**config.mk**
```make
export PLATFORM = sky130hd
export DESIGN_NAME = wb_arbiter
export DESIGN_NICKNAME = d
export VERILOG_FILES = /design/src/rtl/wb_arbiter.sv
export SDC_FILE = /design/constraint.sdc
export NUM_CORES = 1
export LEC_CHECK = 0
export CAP_MARGIN = 20
export CORE_MARGIN = 10
export CORE_UTILIZATION = 55
export DETAILED_ROUTE_END_ITERATION = 12
export MAX_ROUTING_LAYER = met4
export PLACE_DENSITY = 0.78
export SYNTH_ARGS = -nofsm -noshare
export SYNTH_HDL_FRONTEND = slang
export SYNTH_SLANG_ARGS = --single-unit
```
**constraint.sdc**
```tcl
create_clock -name clk -period 7 [get_ports clk]
set_clock_uncertainty 0.1 [all_clocks]
set_input_delay 1.4 -clock clk [delete_from_list [all_inputs] [get_ports clk]]
set_output_delay 1.4 -clock clk [all_outputs]
set_load 0.1 [all_outputs]
```
**src/rtl/wb_arbiter.sv**
```systemverilog
// wb_arbiter: merges ALU and LSU writeback results onto one registered
// register-file write port. ALU results always win the port; LSU results
// are buffered in a small FIFO whose entries carry a live bit so that a
// younger ALU write to the same register can squash a stale queued load.
//
// LSU handshake: lsu_wb_ready is a function of registered occupancy and rst
// only (never of lsu_wb_valid). A transfer fires when lsu_wb_valid and
// lsu_wb_ready are both high at a rising clock edge; until it fires the LSU
// holds lsu_wb_addr/lsu_wb_data stable.
module wb_arbiter #(
  parameter int DATA_W     = 32,
  parameter int ADDR_W     = 5,
  parameter int FIFO_DEPTH = 4
) (
  input  logic                          clk,
  input  logic                          rst,
  input  logic                          alu_wb_valid,
  input  logic [ADDR_W-1:0]             alu_wb_addr,
  input  logic [DATA_W-1:0]             alu_wb_data,
  input  logic                          lsu_wb_valid,
  output logic                          lsu_wb_ready,
  input  logic [ADDR_W-1:0]             lsu_wb_addr,
  input  logic [DATA_W-1:0]             lsu_wb_data,
  output logic                          rf_wr_en,
  output logic [ADDR_W-1:0]             rf_wr_addr,
  output logic [DATA_W-1:0]             rf_wr_data,
  output logic [$clog2(FIFO_DEPTH):0]   fifo_count,
  output logic [(2**ADDR_W)-1:0]        pending_mask
);

  localparam int PTR_W = $clog2(FIFO_DEPTH);
  localparam int CNT_W = $clog2(FIFO_DEPTH) + 1;
  localparam logic [CNT_W-1:0] DEPTH_C = CNT_W'(FIFO_DEPTH);

  // FIFO storage and bookkeeping
  logic [ADDR_W-1:0] entry_addr_q [FIFO_DEPTH];
  logic [ADDR_W-1:0] entry_addr_d [FIFO_DEPTH];
  logic [DATA_W-1:0] entry_data_q [FIFO_DEPTH];
  logic [DATA_W-1:0] entry_data_d [FIFO_DEPTH];
  logic              entry_live_q [FIFO_DEPTH];
  logic              entry_live_d [FIFO_DEPTH];
  logic [PTR_W-1:0]  wr_ptr_q, wr_ptr_d;
  logic [PTR_W-1:0]  rd_ptr_q, rd_ptr_d;
  logic [CNT_W-1:0]  count_q, count_d;

  // Registered write port
  logic              rf_wr_en_q, rf_wr_en_d;
  logic [ADDR_W-1:0] rf_wr_addr_q, rf_wr_addr_d;
  logic [DATA_W-1:0] rf_wr_data_q, rf_wr_data_d;

  logic fifo_empty;
  logic lsu_fire;
  logic alu_win;
  logic lsu_keep;
  logic push;
  logic pop;

  assign fifo_empty   = (count_q == '0);
  assign lsu_wb_ready = (count_q < DEPTH_C) && !rst;
  assign lsu_fire     = lsu_wb_valid && lsu_wb_ready;
  // Writes to register 0 are accepted and dropped.
  assign alu_win      = alu_wb_valid && (alu_wb_addr != '0);
  // A same-cycle LSU result to the ALU's register is older, so it is dropped.
  assign lsu_keep     = lsu_fire && (lsu_wb_addr != '0) &&
                        !(alu_win && (lsu_wb_addr == alu_wb_addr));

  assign rf_wr_en   = rf_wr_en_q;
  assign rf_wr_addr = rf_wr_addr_q;
  assign rf_wr_data = rf_wr_data_q;
  assign fifo_count = count_q;

  // Port selection, squash, push and pop for the next cycle
  always_comb begin
    entry_addr_d = entry_addr_q;
    entry_data_d = entry_data_q;
    entry_live_d = entry_live_q;
    wr_ptr_d     = wr_ptr_q;
    rd_ptr_d     = rd_ptr_q;
    rf_wr_en_d   = 1'b0;
    rf_wr_addr_d = rf_wr_addr_q;
    rf_wr_data_d = rf_wr_data_q;
    pop          = 1'b0;
    push         = 1'b0;

    if (alu_win) begin
      rf_wr_en_d   = 1'b1;
      rf_wr_addr_d = alu_wb_addr;
      rf_wr_data_d = alu_wb_data;
      for (int i = 0; i < FIFO_DEPTH; i++) begin
        if (entry_addr_q[i] == alu_wb_addr) begin
          entry_live_d[i] = 1'b0;
        end
      end
    end else if (!fifo_empty) begin
      pop = 1'b1;
      if (entry_live_q[rd_ptr_q]) begin
        rf_wr_en_d   = 1'b1;
        rf_wr_addr_d = entry_addr_q[rd_ptr_q];
        rf_wr_data_d = entry_data_q[rd_ptr_q];
      end
      // Freed slots never contribute to pending_mask.
      entry_live_d[rd_ptr_q] = 1'b0;
      rd_ptr_d = rd_ptr_q + PTR_W'(1);
    end else if (lsu_keep) begin
      rf_wr_en_d   = 1'b1;
      rf_wr_addr_d = lsu_wb_addr;
      rf_wr_data_d = lsu_wb_data;
    end

    // Everything kept from the LSU that was not bypassed goes into the FIFO.
    push = lsu_keep && !(fifo_empty && !alu_win);
    if (push) begin
      entry_addr_d[wr_ptr_q] = lsu_wb_addr;
      entry_data_d[wr_ptr_q] = lsu_wb_data;
      entry_live_d[wr_ptr_q] = 1'b1;
      wr_ptr_d = wr_ptr_q + PTR_W'(1);
    end

    count_d = count_q + CNT_W'(push) - CNT_W'(pop);
  end

  // One-hot OR of the destination of every live queued entry
  always_comb begin
    pending_mask = '0;
    for (int i = 0; i < FIFO_DEPTH; i++) begin
      if (entry_live_q[i]) begin
        pending_mask[entry_addr_q[i]] = 1'b1;
      end
    end
  end

  // State registers with synchronous reset
  always_ff @(posedge clk) begin
    if (rst) begin
      for (int i = 0; i < FIFO_DEPTH; i++) begin
        entry_addr_q[i] <= '0;
        entry_data_q[i] <= '0;
        entry_live_q[i] <= 1'b0;
      end
      wr_ptr_q     <= '0;
      rd_ptr_q     <= '0;
      count_q      <= '0;
      rf_wr_en_q   <= 1'b0;
      rf_wr_addr_q <= '0;
      rf_wr_data_q <= '0;
    end else begin
      entry_addr_q <= entry_addr_d;
      entry_data_q <= entry_data_d;
      entry_live_q <= entry_live_d;
      wr_ptr_q     <= wr_ptr_d;
      rd_ptr_q     <= rd_ptr_d;
      count_q      <= count_d;
      rf_wr_en_q   <= rf_wr_en_d;
      rf_wr_addr_q <= rf_wr_addr_d;
      rf_wr_data_q <= rf_wr_data_d;
    end
  end

endmodule

```
======== After elaboration in Yosys (flattened, before gate mapping) ========
Index checks and enable logic that the tools add are counted.
word-level totals
  register bits ........................... 197
  input port bits ......................... 78
  output and inout bits ................... 74
  logic and storage cells ................. 127
operators by class
  add/sub/neg operators ................... 4
  $lt $le $gt $ge ......................... 13
  equality and inequality tests ........... 6
  muxes and demuxes ....................... 52
  bitwise operators ....................... 10
  reduce and logical (&&, ||, !) cells .... 24
operator list
  kind                                                                    number
  32-bit two-way mux                                                      11
  128-bit bitwise mux                                                     1
  32-bit bitwise OR                                                       3
  32-bit binary-select mux with 2-bit select                              1
  32-bit demux with 2-bit select                                          1
  5-bit two-way mux                                                       7
  5-bit equality test                                                     5
  5-bit by 6-bit < comparator with 1-bit output (second input constant)   4
  20-bit bitwise mux                                                      1
  1-bit demux with 5-bit select                                           4
  5-bit by 1-bit >= comparator with 1-bit output (second input constant)  4
  1-bit two-way mux                                                       18
  1-bit logical AND                                                       14
  4-bit two-way mux                                                       3
  5-bit binary-select mux with 2-bit select                               1
  5-bit demux with 2-bit select                                           1
  5-bit nonzero test                                                      2
  3-bit >= comparator (second input constant)                             2
  3-bit by 1-bit < comparator with 1-bit output (second input constant)   2
  2-bit NOT with 3-bit output                                             2
  2-bit by 1-bit adder with 2-bit output (second input constant)          2
  4-bit bitwise AND                                                       1
  1-bit demux with 2-bit select                                           2
  1-bit zero test                                                         4
  other kinds (11)                                                        13

======== Logic depth before layout (Yosys ltp) ========
Gate-level depths: netlist of the first run.
  word-level depth ........................ 11
  mapped depth ............................ 13
  gate-level depth less buffers ........... 9

======== Worst setup path before layout of the first run ========
Ideal clock, no wire load.
  kind .................................... input to register
  from .................................... input port rst
  to ...................................... register count_q[2] (netlist: fifo_count[2])
  setup time .............................. 128 ps
  data arrival time ....................... 4,424 ps
  data required time ...................... 6,772 ps
  setup slack ............................. 2,348 ps
  stages on the path ...................... 10
  buffers on the path ..................... 1
  path through ............................ nor2_1 o211a_1 buf_2 or3_1 o21ai_0 ha_1 fa_1 xnor2_1 xnor2_1 nor2_1
between the ends
  longest elaborated chain between the ends .. 8
RTL lines
  what                                         line  RTL
  start: declaration                           16    input logic rst,
  1-bit zero test                              59    assign lsu_wb_ready = (count_q < DEPTH_C) && !rst;
  1-bit logical AND                            59
  1-bit logical AND                            60    assign lsu_fire = lsu_wb_valid && lsu_wb_ready;
  1-bit logical AND (2 in a row)               64    assign lsu_keep = lsu_fire && (lsu_wb_addr != '0) &&
  1-bit logical AND                            111   push = lsu_keep && !(fifo_empty && !alu_win);
  3-bit by 1-bit adder with 3-bit output       119   count_d = count_q + CNT_W'(push) - CNT_W'(pop);
  3-bit by 1-bit subtractor with 3-bit output  119
  end signal: assignment                       152   count_q <= count_d;
  end: declaration                             44    logic [CNT_W-1:0] count_q, count_d;
Parallel ways exist; a longest one is shown, timed or not.
A chain may end at the register's enable or synchronous reset.

======== Worst setup path after layout of the first run ========
  from .................................... input port rst
  to ...................................... output port lsu_wb_ready
between the ends
  longest elaborated chain between the ends .. 2
RTL lines
  what               line  RTL
  1-bit zero test    59
  1-bit logical AND  59
  end: declaration   21    output logic lsu_wb_ready,
Every way passes these cells.

==> flow_summary.toml, run 1 <==
[place]
io_buffers = 151
dpl_cell_area_mm2 = 0.01169
place.gp.congestion = 0.9123
dpl.hpwl_um = 19020
dp_cells = 1492

[timing]
slew_viol_final = 0
hold_viol = 0
grt_setup_unrepaired = "false"
min_period_ns = 4.707
tightest_slew_ns = 1.192
timing.final.crit_share = 0.6724
relSlewSlack = 0.2012
max_freq_mhz = 212.5
tns_ns = 0
finalSetupViolCount = 0

[layout]
fin_cells = 1525
fin_nets = 1369
stdcell_area_mm2 = 0.01234
area_delta_synth_final_pct = 19.28
diodes = 0
layout-drive-gt1-share = 0.08133
fin_util = 0.6640
fillCellCount = 1574

[drt]
route.detailed.drc = 0
drt_wl_total_um = 32770
wire_per_inst_um = 21.49
via_per_inst = 6.692
first_pass_iters = 8
ant_nets = 0
vias = 10210
drt-initial-drc-count = 1405

[synthesis]
synthXorXnorAreaFrac = 0.02371
synth-seq-area-share = 0.3813
syn_inst = 1234
synthAdderAreaFrac = 0.01282
synth.distinct_cells = 45
synth.ff_latch_count = 197
synth_nets = 1322
synthSimpleGateAreaFrac = 0.1578
async_flop_share = 0
netlist.area_leader.share = 0.3813
syn-cell-area_mm2 = 0.01034
synth_top_family_by_area = "compound AO/OA/AOI/OAI gates"
synth_top_cell_by_area = "dfxtp_1"
synth_compound_area_frac = 0.2810
yosysWarnings = 0
synthTopCellsByArea = "dfxtp_1 38%, a21oi_1 11%, mux4_2 8.3%"
synth_edf_count = 0
synth_top_flop_cell = "dfxtp_1"
synthMuxAreaShare = 0.08275
syn_area_per_cell_um2 = 8.381

[cts]
cts_tree = "yes"
cts_resized = 0
cts_buffers = 17
post_cts.repair.setup_buffers = 0
clockBufferDepth = 2
cts_sinks = 197
hold_buffers = 0
clkTransAtPathRegs_ns = 0.06
htree_levels = 4
clk_latency_ns = 0.45
root_buffer = "clkbuf_16"

[floorplan]
boundaryPins = 152
num_rows = 50
die_y_um = 157.1
start_util = 0.5566
dieArea_mm2 = 0.02469
die_x_um = 157.1
core_mm2 = 0.01858

[critical_path]
crit_slowest_cell = "clkdlybuf4s50_1"
cp-end-kind = "output pin"
r2r_slack_ns = 4.12
path_class = "input pin to output pin"
critPathLaunchType = "input pin"
critPathArrivalTime_ns = 3.21
cpPeakStageDelay_ns = 1.20
cp.required_ns = 5.50
cp_cell_sequence = "buf_4, nor2_1, clkdlybuf4s50_1"
worstRegToRegCells = 6
crit_fanout = 59

[global_route]
grt_pass1_wl_um = 51720
grt_max_degree = 107
grt_pass1_vias = 9615
grt_overflow = 0
grt.total_usage = 0.2648
antenna_found_initial = 0

[power_and_ir_drop]
ir_worst_vdd_uv = 173.0
pwr-share-comb = 0.357
total_power_mw = 3.524
pwr-share-clk = 0.285
power.switching_mw = 1.373
leakagePower_nw = 3.892
p_int_mw = 2.151
switching_share = 0.3896
p_seq_frac = 0.357
power_density_mw_per_mm2 = 285.7

[min_path]
hold_path_depth = 1
hp-class = "flip-flop to flip-flop"

[job]
maxCapViolations = 0

[run_status]
status = "finished, final reports clean"
[registers in the layout, summed over array words and instances, names as in the netlist]
signal and cells:
entry_addr_q 20, entry_data_q 128, entry_live_q 4, fifo_count 3, rd_ptr_q 2, rf_wr_addr 5, rf_wr_data 32, rf_wr_en 1
wr_ptr_q 2
[synth_stat cells (2+ instances only)]
cell       instances
o221ai_1          20
nor2_1            12
dfxtp_1          197
o21ai_1           15
nand3_1          162
or3_1              5
or3b_2             6
or4_1              2
nor2b_1            2
o211a_1            5
nand3b_1          10
buf_1              8
a211oi_1           2
xor2_1            14
o22ai_1           12
and3b_1            6
o2bb2ai_1         35
mux4_2            38
clkbuf_1          90
a21oi_1          229
a221o_1           12
o211ai_2           3
o21ai_0          137
inv_1              7
buf_2             33
ha_1               9
buf_4              3
and3_1             4
xnor2_1           14
nand4_1            4
buf_6              4
a22oi_1           20
nand2_1           88
nor3b_1            8
nor3_1             8
[layout by cell type (no fill, tap or decap), types with 9 or more instances in the layout]
master	n
mux4_2	38
xor2_1	14
ha_1	9
dfxtp_1	195
clkdlybuf4s50_1	150
clkbuf_16	17
o22ai_1	12
o221ai_1	20
o21ai_0	137
nor2_1	12
nand3_1	162
buf_4	11
nand2_1	88
o21ai_1	15
nand3b_1	10
o2bb2ai_1	35
xnor2_1	14
a21oi_1	229
a221o_1	12
a22oi_1	20
[cell families (layout without fill, tap and decap cells)]
logic type	Yosys count	after routing
DFF	197	197
and+or+nand+nor	322	322
xor gates and xnor gates	28	28
buffers and inverters	145	202
muxes	38	38
adders and majority gates	10	10
AOI/OAI and AO/OA	494	494
[through the flow]
stage               worst slack (ns)  hold slack, ns
floorplan                      2.348          0.3505
global placement               2.272          0.3458
detailed placement             2.215          0.3475
CTS                            2.147          0.3679
global route                   2.212          0.3737
finish                         2.293          0.3622
[power groups by stage]
| stage | combinational [mW] | sequential (mW) | clock [mW] |
|---|---|---|---|
| final | 1.26 | 1.26 | 1.01 |
| after global routing | 1.34 | 1.27 | 1.05 |
| after CTS | 1.25 | 1.26 | 1.01 |
| after detailed placement | 1.24 | 1.28 | 0 |
| after global placement | 1.23 | 1.28 | 0 |
| after floorplan | 0.598 | 1.59 | 0 |
[worst max-delay path, delay by kind of cell]
kind / cells / cell delay (ns)
and+or+nand+nor: 1 / 0.31
buffers and inverters: 2 / 1.49
[final timing paths]
path                  start             end
max                     rst    lsu_wb_ready
min          rf_wr_data[19]  rf_wr_data[19]
max reg2reg   fifo_count[0]   rf_wr_data[9]
min reg2reg  rf_wr_data[19]  rf_wr_data[19]
[routing by layer]
| layer | track usage | vias up | routed length (um) |
|---|---|---|---|
| li1 | - | 4687 | - |
| met5 | - | - | 0 |
| met2 | 0.4217 | 591 | 15800 |
| met1 | 0.3352 | 4836 | 13020 |
| met4 | 0.08192 | 0 | 783 |
| met3 | 0.05131 | 91 | 3164 |
[layout make-up]
type                    count  area, um^2  area share
inverters                   7       26.28    0.002130
clock inverters             8       125.1     0.01014
clock buffers              21       460.4     0.03732
multi-input cells         892        5817      0.4715
well taps                 234       292.8     0.02373
repair buffers            166        1669      0.1353
flip-flops and latches    197        3946      0.3199
(Power assumes the default switching activity.)
==> run 2: changes to the inputs <==
Clock period 7 ns to 4.6 ns, I/O delays scaled along.
==> run 2 against run 1 <==
  * Via count increased by 0.54%
  * Global-route usage rose by 0.75 points
  * Routed wire length up 2.4%
  * Count of clock-buffer cells in the layout decreased by 2
  * Power is 51% higher
  * First-iteration DRC count down 15%
  * Largest cell class unchanged
  * Largest power group is now combinational logic
==> flow_summary.toml, run 2 (same netlist as run 1, synthesis figures left out) <==
[run_status]
status = "finished, final reports clean"

[cts]
post_cts.repair.setup_buffers = 0
cts_resized = 0
htree_levels = 4
cts_buffers = 17
cts_sinks = 197
clockBufferDepth = 2
hold_buffers = 0
cts_tree = "yes"
clkTransAtPathRegs_ns = 0.07
clk_latency_ns = 0.44
root_buffer = "clkbuf_16"

[timing]
max_freq_mhz = 258.0
whs_ns = 0.3615
timing.final.crit_share = 0.8427
slew_viol_final = 0
tightest_slew_ns = 1.142
relSlewSlack = 0.2372
min_period_ns = 3.877
hold_viol = 0
finalSetupViolCount = 0
fin_ws_ns = 0.7235
tns_ns = 0
grt_setup_unrepaired = "false"

[floorplan]
boundaryPins = 152
start_util = 0.5566
num_rows = 50
dieArea_mm2 = 0.02469
die_x_um = 157.1
die_y_um = 157.1
core_mm2 = 0.01858

[drt]
route.detailed.drc = 0
drt_wl_total_um = 33560
wire_per_inst_um = 21.74
ant_nets = 0
vias = 10260
first_pass_iters = 6
via_per_inst = 6.645
drt-initial-drc-count = 1199

[critical_path]
cp.required_ns = 3.58
cp_cell_sequence = "nand3b_1, o22ai_1, a221o_1, clkdlybuf4s50_1"
critPathArrivalTime_ns = 2.86
crit_buf_inv = 1
cpPeakStageDelay_ns = 1.14
critPathLaunchType = "flip-flop"
crit_fanout = 8
path_class = "flip-flop to output pin"
path_delay_family = "buffers and inverters"
cp-end-kind = "output pin"
crit_slowest_cell = "clkdlybuf4s50_1"

[min_path]
hp-class = "flip-flop to flip-flop"

[power_and_ir_drop]
power_density_mw_per_mm2 = 428.7
pwr-share-comb = 0.366
p_int_mw = 3.187
p_seq_frac = 0.360
power.switching_mw = 2.143
leakagePower_nw = 4.029
switching_share = 0.4021
ir_worst_vdd_uv = 272.7
pwr-share-clk = 0.274

[layout]
diodes = 0
fin_nets = 1385
layout-drive-gt1-share = 0.1145
area_delta_synth_final_pct = 20.20
largest_reg_flops = 128
layout_commonest_cell = "a21oi_1"
fillCellCount = 1523
layout_common_cells = "229 x a21oi_1, 195 x dfxtp_1, 162 x nand3_1"
largest-register = "entry_data_q"

[place]
io_buffers = 151
dpl.hpwl_um = 20430
place.gp.congestion = 0.9339
pre_cts_ws_ns = 0.6089

[global_route]
grt_max_degree = 94
grt_pass1_vias = 9802
grt_overflow = 0
antenna_found_initial = 0
grt.total_usage = 0.2723
grt_pass1_wl_um = 53240

[job]
maxCapViolations = 0
## run 2: cell count changes in the layout (fill, tap and decap cells not counted), sizes merged, moves of 2 or more
| cell | previous run | this run |
|---|---|---|
| clkinvlp | 1 | 4 |
| buf | 16 | 56 |
| clkinv | 2 | 4 |
| bufinv | 3 | 1 |
| clkdlybuf4s50 | 150 | 125 |
| inv | 9 | 11 |
## run 2: power by group through the flow
stage	Sequential, mW	Clock (mW)	Combinational, mW
2_1_floorplan	2.43	0	0.909
3_3_place_gp	1.95	0	1.90
3_5_place_dp	1.96	0	1.92
4_1_cts	1.92	1.46	1.93
5_1_grt	1.93	1.53	2.06
6_report	1.92	1.46	1.95
## run 2: stage by stage
stage	cell area, um^2	power (mW)	utilization	cells
floorplan	10340	3.336	-	1234
global placement	11850	3.854	0.6376	1510
detailed placement	11850	3.876	0.6376	1510
CTS	12410	5.309	0.6681	1542
global route	12430	5.523	0.6691	1544
finish	12430	5.330	0.6691	1544
## run 2: worst register-to-register path, delay by kind of cell, from the launching register on
kind / cells / cell delay [ns]
compound gates: 2 / 0.92
buf+inv: 1 / 0.41
flops: 1 / 0.48
simple gates: 2 / 0.89
## run 2: metal layers
metal,vias up,share of wire,wire length [um],GRT usage
met5,-,0,0,-
met4,0,0.024,801,0.09617
met3,76,0.095,3205,0.05240
met2,581,0.48,15970,0.4236
met1,4896,0.40,13590,0.3487
li1,4707,-,-,-
## run 2: layout make-up
class / instances / area [um^2] / share of cell area
clock buffer: 19 / 442.9 / 0.03563
sequential: 197 / 3946 / 0.3174
clock inverter: 13 / 123.9 / 0.009964
inverter: 7 / 26.28 / 0.002114
tap: 234 / 292.8 / 0.02355
multi-input combinational: 892 / 5817 / 0.4679
timing repair buffer: 182 / 1783 / 0.1434
## run 2: path summary, 6_finish.rpt
check	startpoint	to	slack, ns	cells past startpoint
worst max-delay path	entry_addr_q[6]	pending_mask[22]	0.72	4
worst min-delay path	rf_wr_addr[0]	rf_wr_addr[0]	0.36	1
worst max register to register	fifo_count[2]	entry_data_q[33]	1.71	5
worst min register to register	rf_wr_addr[0]	rf_wr_addr[0]	0.36	1
